File: config.mk
export PLATFORM = sky130hd
export DESIGN_NAME = step_clock_ctrl
export DESIGN_NICKNAME = d
export VERILOG_FILES = /design/src/rtl/step_clock_ctrl_pkg.sv /design/src/rtl/step_clock_ctrl_btn_debouncer.sv /design/src/rtl/step_clock_ctrl.sv
export SDC_FILE = /design/constraint.sdc
export NUM_CORES = 1
export LEC_CHECK = 0
export ABC_AREA = 1
export CAP_MARGIN = 40
export CORE_MARGIN = 5
export CORE_UTILIZATION = 40
export CTS_BUF_LIST = sky130_fd_sc_hd__clkbuf_8 sky130_fd_sc_hd__clkbuf_16
export DETAILED_ROUTE_END_ITERATION = 8
export HOLD_SLACK_MARGIN = 0.1
export PLACE_DENSITY = 0.65
export SYNTH_ARGS = -nofsm -noshare
export SYNTH_HDL_FRONTEND = slang
export SYNTH_HIERARCHICAL = 1
export SYNTH_SLANG_ARGS = --single-unit
File: constraint.sdc
create_clock -name CLK -period 3.1 [get_ports CLK]
set_input_delay 0.465 -clock CLK [delete_from_list [all_inputs] [get_ports CLK]]
set_output_delay 0.465 -clock CLK [all_outputs]
set_load 0.05 [all_outputs]
File: src/rtl/step_clock_ctrl_pkg.sv
`default_nettype none
// ============================================================================
//  Module      : step_clock_ctrl_pkg
//  Description : Shared constants for the single-step clock front end:
//                debouncer FSM state encoding and step counter width.
//  Revision    : 1.0 - initial release
// ============================================================================
package step_clock_ctrl_pkg;

    // Debouncer FSM state encoding (2-bit)
    typedef logic [1:0] btn_state_t;

    localparam logic [1:0] c_st_idle        = 2'd0;
    localparam logic [1:0] c_st_deb_press   = 2'd1;
    localparam logic [1:0] c_st_pressed     = 2'd2;
    localparam logic [1:0] c_st_deb_release = 2'd3;

    // Width of the issued-step counter
    localparam int c_step_count_w = 16;

endpackage
`default_nettype wire

File: src/rtl/step_clock_ctrl_btn_debouncer.sv
`default_nettype none
// ============================================================================
//  Module      : step_clock_ctrl_btn_debouncer
//  Description : Polarity-normalises and synchronises the raw push button,
//                debounces it with a four-state FSM and emits a one-cycle
//                press pulse on the accepted press edge.
//  Revision    : 1.0 - initial release
// ============================================================================
module step_clock_ctrl_btn_debouncer
    import step_clock_ctrl_pkg::*;
#(
    parameter int DEBOUNCE_CYCLES = 500000,  // must be >= 2
    parameter bit BTN_ACTIVE_LOW  = 1'b1
)(
    input  logic clk,
    input  logic rst,
    input  logic i_btn_raw,
    output logic o_btn_level,
    output logic o_press
);

    localparam int             c_cnt_w    = $clog2(DEBOUNCE_CYCLES);
    localparam logic [c_cnt_w-1:0] c_cnt_last = c_cnt_w'(DEBOUNCE_CYCLES - 1);

    logic               w_btn_norm;
    logic               r_sync1;
    logic               r_sync2;
    btn_state_t         r_state;
    logic [c_cnt_w-1:0] r_cnt;
    logic               r_level;
    logic               w_cnt_done;

    // Pressed is always 1 from here on, regardless of board key polarity
    assign w_btn_norm = BTN_ACTIVE_LOW ? ~i_btn_raw : i_btn_raw;
    assign w_cnt_done = (r_cnt == c_cnt_last);

    // Two-flop synchroniser on the normalised button
    always_ff @(posedge clk) begin
        if (rst) begin
            r_sync1 <= 1'b0;
            r_sync2 <= 1'b0;
        end else begin
            r_sync1 <= w_btn_norm;
            r_sync2 <= r_sync1;
        end
    end

    // Debounce FSM: a level change is accepted only after it holds stable
    always_ff @(posedge clk) begin
        if (rst) begin
            r_state <= c_st_idle;
            r_cnt   <= '0;
            r_level <= 1'b0;
        end else begin
            case (r_state)
                c_st_idle: begin
                    if (r_sync2) begin
                        r_state <= c_st_deb_press;
                        r_cnt   <= '0;
                    end
                end
                c_st_deb_press: begin
                    if (!r_sync2) begin
                        r_state <= c_st_idle;
                        r_cnt   <= '0;
                    end else if (w_cnt_done) begin
                        r_state <= c_st_pressed;
                        r_level <= 1'b1;
                    end else begin
                        r_cnt <= r_cnt + c_cnt_w'(1);
                    end
                end
                c_st_pressed: begin
                    if (!r_sync2) begin
                        r_state <= c_st_deb_release;
                        r_cnt   <= '0;
                    end
                end
                c_st_deb_release: begin
                    if (r_sync2) begin
                        r_state <= c_st_pressed;
                    end else if (w_cnt_done) begin
                        r_state <= c_st_idle;
                        r_level <= 1'b0;
                    end else begin
                        r_cnt <= r_cnt + c_cnt_w'(1);
                    end
                end
                default: begin
                    r_state <= c_st_idle;
                    r_cnt   <= '0;
                end
            endcase
        end
    end

    // Press pulse coincides with the edge that raises the debounced level,
    // so the top can register step_en on that same edge.
    assign o_press     = (r_state == c_st_deb_press) && r_sync2 && w_cnt_done;
    assign o_btn_level = r_level;

endmodule
`default_nettype wire

File: src/rtl/step_clock_ctrl.sv
`default_nettype none
// ============================================================================
//  Module      : step_clock_ctrl
//  Description : Single-step front end for the processor core. Produces a
//                registered one-cycle step enable from either a debounced
//                push button (manual) or a free-running divider (run mode),
//                gated by HLT, and counts the issued steps.
//  Revision    : 1.0 - initial release
// ============================================================================
module step_clock_ctrl
    import step_clock_ctrl_pkg::*;
#(
    parameter int DEBOUNCE_CYCLES = 500000,   // must be >= 2
    parameter int RUN_DIV         = 5000000,  // must be >= 2
    parameter bit BTN_ACTIVE_LOW  = 1'b1
)(
    input  logic                      CLK,
    input  logic                      Reset,
    input  logic                      PBUTTON,
    input  logic                      run_mode,
    input  logic                      HLT,
    output logic                      step_en,
    output logic                      btn_level,
    output logic [c_step_count_w-1:0] step_count
);

    localparam int                 c_div_w    = $clog2(RUN_DIV);
    localparam logic [c_div_w-1:0] c_div_last = c_div_w'(RUN_DIV - 1);

    logic                      w_press;
    logic                      w_btn_level;
    logic [c_div_w-1:0]        r_div;
    logic                      r_run_prev;
    logic                      w_div_hold;
    logic                      w_div_evt;
    logic                      w_evt;
    logic                      w_fire;
    logic                      r_step_en;
    logic [c_step_count_w-1:0] r_step_count;

    step_clock_ctrl_btn_debouncer #(
        .DEBOUNCE_CYCLES (DEBOUNCE_CYCLES),
        .BTN_ACTIVE_LOW  (BTN_ACTIVE_LOW)
    ) u_debouncer (
        .clk         (CLK),
        .rst         (Reset),
        .i_btn_raw   (PBUTTON),
        .o_btn_level (w_btn_level),
        .o_press     (w_press)
    );

    // Divider is parked at 0 when not running, when halted, and on the edge
    // where run_mode toggles, so the first auto step is a full period away.
    assign w_div_hold = (run_mode != r_run_prev) || !run_mode || HLT;
    assign w_div_evt  = !w_div_hold && (r_div == c_div_last);

    // Only one source is live at a time; HLT drops the event outright
    assign w_evt  = run_mode ? w_div_evt : w_press;
    assign w_fire = w_evt && !HLT;

    // Run-mode divider and run_mode history
    always_ff @(posedge CLK) begin
        if (Reset) begin
            r_div      <= '0;
            r_run_prev <= 1'b0;
        end else begin
            r_run_prev <= run_mode;
            if (w_div_hold || (r_div == c_div_last)) begin
                r_div <= '0;
            end else begin
                r_div <= r_div + c_div_w'(1);
            end
        end
    end

    // Registered step enable and wrapping step counter
    always_ff @(posedge CLK) begin
        if (Reset) begin
            r_step_en    <= 1'b0;
            r_step_count <= '0;
        end else begin
            r_step_en <= w_fire;
            if (w_fire) begin
                r_step_count <= r_step_count + c_step_count_w'(1);
            end
        end
    end

    assign step_en    = r_step_en;
    assign btn_level  = w_btn_level;
    assign step_count = r_step_count;

endmodule
`default_nettype wire
==> metrics, run 1 <==
Max Transition Viols Final 0; mux contribution to synthesized area 0%; worst vdd ir around 0.23 mV; P_leak 1.419 nW; worst endpoint required time 3.34 ns; period utilisation layout 77.51%; Antenna Nets Post-Route 0; H-Tree Depth 3; Placed Area 3994 sq um; critical hold path startpoint u_debouncer/r_sync1; Area Overhead vs Synth 13.98%; Setup TNS 0 ns; Rows 35; Worst Setup Slack, final 0.6971 ns; HP Class reg2reg; wire length per cell 11.77 microns; slew of the pin with the lowest slew margin 0.5942 ns; Synth Area in XOR/XNOR around 6.2%; area of the core ~9100 sq um; CTS tree done; outcome finished clean; hold path depth 2; Clock Skews 0.009671 ns; Layout Nets 575; commonest cells in the netlist nand2_1 (123), nor2_1 (88), dfxtp_1 (65); Syn. warnings 6; DR vias/cell between 4 and 5; CTS sink cnt 65; Power Density 417.0 nW/um^2; post-synthesis adder-cell area fraction between 1 and 1.5%; Buffers on Ports 22; post-synth top area cell dfxtp_1; final hold slack 0.4024 ns; reg-to-reg critical path startpoint u_debouncer/r_cnt[0]; reg2reg setup slack 0.70 ns; Clock transition at path regs 0.07 ns; largest family of logic cells by synthesized area simple AND/OR/NAND/NOR gates; cell with the most instances after synthesis nand2_1; Vias roughly 3.4k; root buffer selected by CTS clkbuf_8; total CTS buffers 9; hold_buf cts 0; placed wire-length estimate 5838 microns; Async SR Flop Fraction 0%; Global Route Usage Sum 14.92%; syn_nets around 550; dpl ws 0.6967 ns; Synth Area in Simple Gates between 40% and 50%; Arr. time, crit path 2.64 ns; critical path peak fanout 17; post-route cell area 4214 sq um; synthesized instance count 543; share of cells above drive strength 1 12.94%; die height 106.1 microns; die footprint 11270 sq um; Max-cap violations 0; CP Capture Type flip-flop; Ports 23; Compound-Gate Fraction of Synth Area 8.663%; GP Congestion between 0.8 and 0.9; f_max 416.2 MHz; starting density of the core 40.59%; drt pass-1 iters 5; largest net degree at the start of global routing 24; CP cell instances ha_1 -> nand2_2 -> nor2_4 -> inv_1 -> nor2_1 -> nand4_1 -> nor3_1 -> nand2_1 -> nand2_4 -> inv_1 -> nor2_1 -> nor2_1; number of global-route vias before repair 3086; CP Class reg2reg; mapped cell area 3697 sq um; DRC Markers 0; Tmin final 2.403 ns; gr ovfl total 0; Yosys cell types 39; worst relative slew slack roughly 60%; synthesized area per cell 6.809 sq um; Final Hold Vio Count 0; share of the synthesized area in the top cell type 35.19%; ant diodes 0; Setup Buffers After CTS 0; Synth area leaders dfxtp_1 (35%), nand2_1 (12%), nor2_1 (8.9%); Iter 0 DRT Violations 147; post-CTS sizing 0; Routed WL 8037 microns; final core utilization 46.26%; Reg-to-Reg End step_count[0]; ys flop type dfxtp_1; first-pass GRT wire length 13880 microns; most frequent CP cell nor2_1; initial antenna violation count 0; Worst Setup Start Kind flip-flop; sequential element share of the synthesized area 35.19%; r2r worst-path depth 12; Max stage delay on crit path 0.39 ns; Die Width 106.1 microns; final setup vio count 0; Worst-Skew Late Latency 0.34 ns; RSZ-0062 raised after global routing no; Endpoint, Worst Hold u_debouncer/r_sync2; clock buffer depth 2; Post-synth EDFFs 0; slowest CP cell nand2_1; register bit count reported by yosys 65
==> flip-flops by register name, summed over array words and instances (netlist names), named ones only <==
register                 flops
step_en                      1
u_debouncer/r_sync1          1
u_debouncer/r_sync2          1
r_div                       23
u_debouncer/r_state          1
step_count                  16
r_run_prev                   1
u_debouncer/o_btn_level      1
u_debouncer/r_cnt           19
==> worst max-delay path, delay by kind of cell (launching register included) <==
family / cells / cell delay [ns]
AND/OR/NAND/NOR: 9 / 1.55
flip-flops: 1 / 0.37
adder cells (fa/ha/maj): 1 / 0.22
buffers and inverters: 2 / 0.17
==> layout by cell type (no fill, tap or decap), types with 2 or more instances in the layout <==
| cell type | n |
|---|---|
| ha_1 | 3 |
| nor3_2 | 2 |
| a21oi_2 | 11 |
| nor2_4 | 4 |
| inv_1 | 55 |
| nor3_1 | 16 |
| nor2_1 | 88 |
| clkinv_2 | 2 |
| inv_2 | 5 |
| nand2_2 | 17 |
| buf_4 | 2 |
| o21ai_1 | 2 |
| xor2_1 | 14 |
| clkbuf_8 | 10 |
| clkdlybuf4s50_1 | 22 |
| nand3_1 | 48 |
| nand2_1 | 123 |
| o21bai_1 | 2 |
| xnor2_1 | 12 |
| nand4_1 | 7 |
| nor2_2 | 9 |
| dfxtp_1 | 65 |
| nand3_2 | 2 |
| o21ai_0 | 8 |
| nand3b_1 | 3 |
| a21oi_1 | 24 |
| bufinv_16 | 2 |
| nor3b_1 | 2 |
==> worst max-delay path by stage <==
stage | from | endpoint | slack, ns | cells past startpoint
finish | u_debouncer/r_cnt[0] | step_count[0] | 0.70 | 12
global route | u_debouncer/r_cnt[0] | step_count[0] | 0.42 | 12
CTS | u_debouncer/r_cnt[0] | step_count[0] | 0.69 | 12
detailed placement | u_debouncer/r_cnt[1] | step_count[0] | 0.70 | 12
global placement | u_debouncer/r_cnt[0] | step_count[0] | 0.83 | 12
floorplan | u_debouncer/r_cnt[0] | step_count[3] | 1.29 | 11
==> metal layers <==
metal  global-route usage, %  vias up  wire length, microns
li1                        -     1774                     -
met1                   18.97     1525                  3784
met2                   24.25       56                  3826
met3                   4.068        9                   337
met4                   5.273        0                    89
met5                       0        -                     0
==> final cells by class <==
cell class	count	area [sq um]
tap	111	138.9
multi-input combinational	407	2091
sequential	65	1301
inverter	60	227.7
clock inverter	6	82.58
fill	933	4895
clock buffer	10	137.6
timing repair buffer	24	235.2
==> through the flow <==
stage / power (mW) / instances
after floorplan: 0.9539 / 543
after global placement: 0.9789 / 667
after detailed placement: 0.9818 / 667
after CTS: 1.791 / 683
after global routing: 1.836 / 683
final: 1.757 / 683
==> cell families after synthesis <==
| group | after synthesis |
|---|---|
| xor gates and xnor gates | 26 |
| buffers and inverters | 71 |
| AOI/OAI and AO/OA | 51 |
| DFF | 65 |
| adders and majority gates | 3 |
| and+or+nand+nor | 327 |
==> power by group <==
group	leakage (nW)	total (mW)	internal (mW)	switching [mW]
combinational	0.777	0.107	0.0303	0.0768
clock	0.117	0.794	0.470	0.323
sequential	0.525	0.856	0.845	0.0111
total	1.42	1.76	1.35	0.411
Note: power is estimated with default switching activity, not from simulation.
==> run 2: changes to the inputs <==
- PLACE_DENSITY: 0.65 -> 0.68
- clock period: 3.1 -> 2.21 ns (I/O delays scaled with it)
==> metrics, run 2 (synthesized netlist as in run 1, its figures left out) <==
Clock Skews 0.008560 ns; Worst Setup Start Kind flip-flop; post-CTS sizing 0; DR top layer met4; DRC Markers 0; CP Capture Type flip-flop; dpl ws 0.2548 ns; most frequent cells in the layout nand2_1 (123), nor2_1 (88), dfxtp_1 (65); root buffer selected by CTS clkbuf_8; final setup vio count 0; Max stage delay on crit path 0.38 ns; DR vias/cell 4.929; CTS tree done; Worst-Skew Late Latency 0.34 ns; drt pass-1 iters 4; P_leak 1.434 nW; Iter 0 DRT Violations 112; max reg flops 23; gr ovfl total 0; worst endpoint required time 2.45 ns; hold_buf cts 0; Placed Area 4016 sq um; critical path peak fanout 17; clock buffer depth 2; Final Hold Vio Count 0; ant diodes 0; CP Class reg2reg; Global Route Usage Sum 15.06%; WP depth 12; post-route cell area ~4300 sq um; r2r worst-path depth 12; HP Class reg2reg; reg2reg setup slack 0.24 ns; wire length per cell 11.43 microns; Worst path top cell family by delay simple AND/OR/NAND/NOR gates; Arr. time, crit path 2.21 ns; reg-to-reg critical path startpoint u_debouncer/r_cnt[0]; Layout Nets 578; critical hold path startpoint u_debouncer/r_sync1; total CTS buffers 9; Tmin final 1.974 ns; Clock transition at path regs 0.08 ns; hold path depth 2; Area Overhead vs Synth 15.43%; area of the core roughly 9000 sq um; commonest non-fill, non-tap cell in the layout nand2_1; Buffers on Ports 22; RSZ-0062 raised after global routing no; f_max 506.5 MHz; most frequent CP cell nor2_1; Ports 23; Reg with most FFs r_div; worst relative slew slack about two thirds; Setup TNS 0 ns; number of global-route vias before repair between 3k and 4k; Endpoint, Worst Hold u_debouncer/r_sync2; Metal-1 WL ~3800 microns; outcome finished clean; Worst Setup Slack, final 0.2358 ns; largest net degree at the start of global routing 24; first-pass GRT wire length 14150 microns; starting density of the core between 40 and 50%; period utilisation layout 89.33%; placed wire-length estimate 5847 microns; GP Congestion 0.8481; Max Transition Viols Final 0; met2 WL post-DR around 3700 microns; Routed WL 7843 microns; initial antenna violation count 0; Die Width roughly 110 microns; worst vdd ir 0.5171 mV; Rows 35; share of cells above drive strength 1 a little over an eighth; slew of the pin with the lowest slew margin between 0.5 and 0.6 ns; Power Density 611.4 nW/um^2; slowest CP cell dfxtp_1; die footprint 11270 sq um; routed wl met3 255 microns; die height 106.1 microns; CTS sink cnt 65; buffers and inverters on the worst path 2; H-Tree Depth 3; Antenna Nets Post-Route 0; Reg-to-Reg End step_count[0]; Setup Buffers After CTS 0; Vias ~3.4k; Max-cap violations 0; CP cell instances ha_1 -> nand2_2 -> nor2_4 -> inv_1 -> nor2_1 -> nand4_1 -> nor3_1 -> nand2_1 -> nand2_4 -> inv_1 -> nor2_1 -> nor2_1
[run 2: worst max-delay path by stage]
stage,from,end,slack [ns]
floorplan,u_debouncer/r_cnt[0],step_count[3],0.40
global placement,u_debouncer/r_cnt[0],step_count[0],0.34
detailed placement,u_debouncer/r_cnt[0],step_count[0],0.25
CTS,u_debouncer/r_cnt[0],step_count[0],0.23
global route,u_debouncer/r_cnt[0],step_count[0],0.01
finish,u_debouncer/r_cnt[0],step_count[0],0.24
[run 2: area by class of cell]
cell class / instances / area, sq um
inverter: 60 / 227.7
clock buffer: 10 / 137.6
timing repair buffer: 27 / 257.7
tap: 111 / 138.9
clock inverter: 6 / 113.9
multi-input combinational: 407 / 2091
fill: 927 / 4841
sequential: 65 / 1301
[run 2: through the flow]
| step | util (%) | power (mW) | cells | hold WS (ns) |
|---|---|---|---|---|
| 2_1_floorplan | - | 1.338 | 543 | 0.3883 |
| 3_3_place_gp | 44.09 | 1.374 | 670 | 0.3989 |
| 3_5_place_dp | 44.09 | 1.377 | 670 | 0.3954 |
| 4_1_cts | 46.85 | 2.652 | 686 | 0.4058 |
| 5_1_grt | 46.85 | 2.727 | 686 | 0.4366 |
| 6_report | 46.85 | 2.610 | 686 | 0.4076 |
[run 2: per-layer routing]
layer,vias to the layer above,global-route usage [%]
li1,1781,-
met3,13,3.947
met4,0,4.625
met5,-,0
met1,1546,18.58
met2,41,25.61
[run 2: report_power, final]
part / total [mW] / switching (mW) / internal (mW) / leakage (nW)
combinational: 0.148 / 0.104 / 0.0435 / 0.790
clock: 1.26 / 0.477 / 0.784 / 0.119
sequential: 1.20 / 0.0156 / 1.19 / 0.525
total: 2.61 / 0.597 / 2.01 / 1.43
[run 2: tightest hold or removal path, stage by stage, from the launching register on]
cell	delay [ns]
dfxtp_1	0.30
inv_1	0.04
nor2_1	0.03
==> run 3: changes to the inputs <==
- CORE_ASPECT_RATIO: default -> 1.5
- SLEW_MARGIN: default -> 10
==> metrics, run 3 (synthesized netlist as in run 1, its figures left out) <==
outcome finished clean; slowest CP cell clkdlybuf4s50_1; starting density of the core roughly two fifths; die footprint ~11000 sq um; WP depth 1; root buffer selected by CTS clkbuf_16; worst relative slew slack 66.37%; r2r worst-path depth 12; GP Congestion roughly 0.9; Buffers on Ports 22; post-CTS sizing 0; max reg flops 23; final core utilization 47.59%; Global Route Usage Sum roughly 16%; Max stage delay on crit path 0.85 ns; Die Width slightly below 90 microns; HP Class reg2reg; hold path depth 2; Worst path top cell family by delay buffers and inverters; Placed Area 4025 sq um; RSZ-0062 raised after global routing no; worst endpoint required time 1.88 ns; Worst-Skew Late Latency 0.33 ns; drt pass-1 iters 5; f_max 509.9 MHz; most frequent cells in the layout nand2_1 (123), nor2_1 (88), dfxtp_1 (65); Max Transition Viols Final 0; initial antenna violation count 0; area of the core 9146 sq um; first-pass GRT wire length 14760 microns; Clock transition at path regs around 0.05 ns; Power Density ~660 nW/um^2; Antenna Nets Post-Route 0; Clock Skews 0.005789 ns; Vias between 3k and 4k; post-route cell area around 4400 sq um; die height about 130 microns; critical path peak fanout 5; hold_buf cts 0; CTS tree done; DR top layer met4; CP Class reg2out; Reg with most FFs r_div; largest net degree at the start of global routing 24; Tmin final approximately 2 ns; Area Overhead vs Synth 17.73%; Layout Nets 579; P_leak 1.486 nW; H-Tree Depth 3; slew of the pin with the lowest slew margin between 0.5 and 0.6 ns; Rows 43; fin cells 688; Iter 0 DRT Violations 160; DRC Markers 0; placed cell count 672; Worst Setup Start Kind flip-flop; CP cell instances clkdlybuf4s50_1; Metal-1 WL around 3600 microns; CTS sink cnt 65; worst vdd ir roughly 0.42 mV; clock buffer depth 2; met2 WL post-DR between 4000 and 5000 microns; DR vias/cell 5.017; Setup TNS 0 ns; Overall Power 2.871 mW; Routed WL about 8400 microns; routed wl met3 331 microns; Final Hold Vio Count 0; ant diodes 0; final setup vio count 0; Ports 23; Max-cap violations 0; period utilisation layout 88.75%; Arr. time, crit path 1.63 ns; total CTS buffers 9; share of cells above drive strength 1 13.54%; number of global-route vias before repair 3380; CP Capture Type output pin; Setup Buffers After CTS 0; buffers and inverters on the worst path 1; placed wire-length estimate between 6000 and 7000 microns; wire length per cell 12.23 microns; commonest non-fill, non-tap cell in the layout nand2_1; gr ovfl total 0
run 3: cell types whose count changed in the layout (fill, tap and decap cells not counted), sizes merged:
| cell | previous run | this run |
|---|---|---|
| bufinv | 3 | 1 |
| buf | 5 | 6 |
| clkinvlp | 2 | 0 |
| clkbuf | 10 | 14 |
run 3: final cells by class:
cell class	count	area, sq um
Multi-Input combinational cell	407	2091
Sequential cell	65	1301
Tap cell	112	140.1
Fill cell	915	4793
Inverter	60	227.7
Clock buffer	14	294.0
Timing Repair Buffer	28	265.3
Clock inverter	2	33.78
run 3: final timing paths:
check                                           from                  end  slack [ns]
worst max-delay path                   step_count[0]        step_count[0]        0.25
worst min-delay path             u_debouncer/r_sync1  u_debouncer/r_sync2        0.41
worst min register to register   u_debouncer/r_sync1  u_debouncer/r_sync2        0.41
worst max register to register  u_debouncer/r_cnt[0]        step_count[0]        0.28
run 3: stage by stage:
stage / hold WS, ns / worst slack (ns)
global route: 0.4291 / 0.005504
finish: 0.4082 / 0.2487
global placement: 0.3896 / 0.3593
floorplan: 0.3883 / 0.4000
CTS: 0.4072 / 0.2282
detailed placement: 0.3983 / 0.3153
run 3: routing by layer:
layer	global-route usage (%)	vias to the layer above
met3	3.859	21
met1	18.33	1571
li1	-	1783
met5	0	-
met2	28.03	77
met4	8.452	0
run 3: where the power goes:
part / internal [mW] / leakage (nW) / switching (mW) / total, mW
registers: 1.19 / 0.525 / 0.0170 / 1.20
clock network: 1.02 / 0.166 / 0.495 / 1.52
logic: 0.0445 / 0.795 / 0.104 / 0.149
run 3: worst register-to-register path, stage by stage, from the launching register on:
cell and delay, ns:
dfxtp_1 0.37, ha_1 0.21, nand2_2 0.09, nor2_4 0.13, inv_1 0.07, nor2_1 0.12, nand4_1 0.11, nor3_1 0.16
nand2_1 0.12, nand2_4 0.23, inv_1 0.09, nor2_1 0.09, nor2_1 0.04
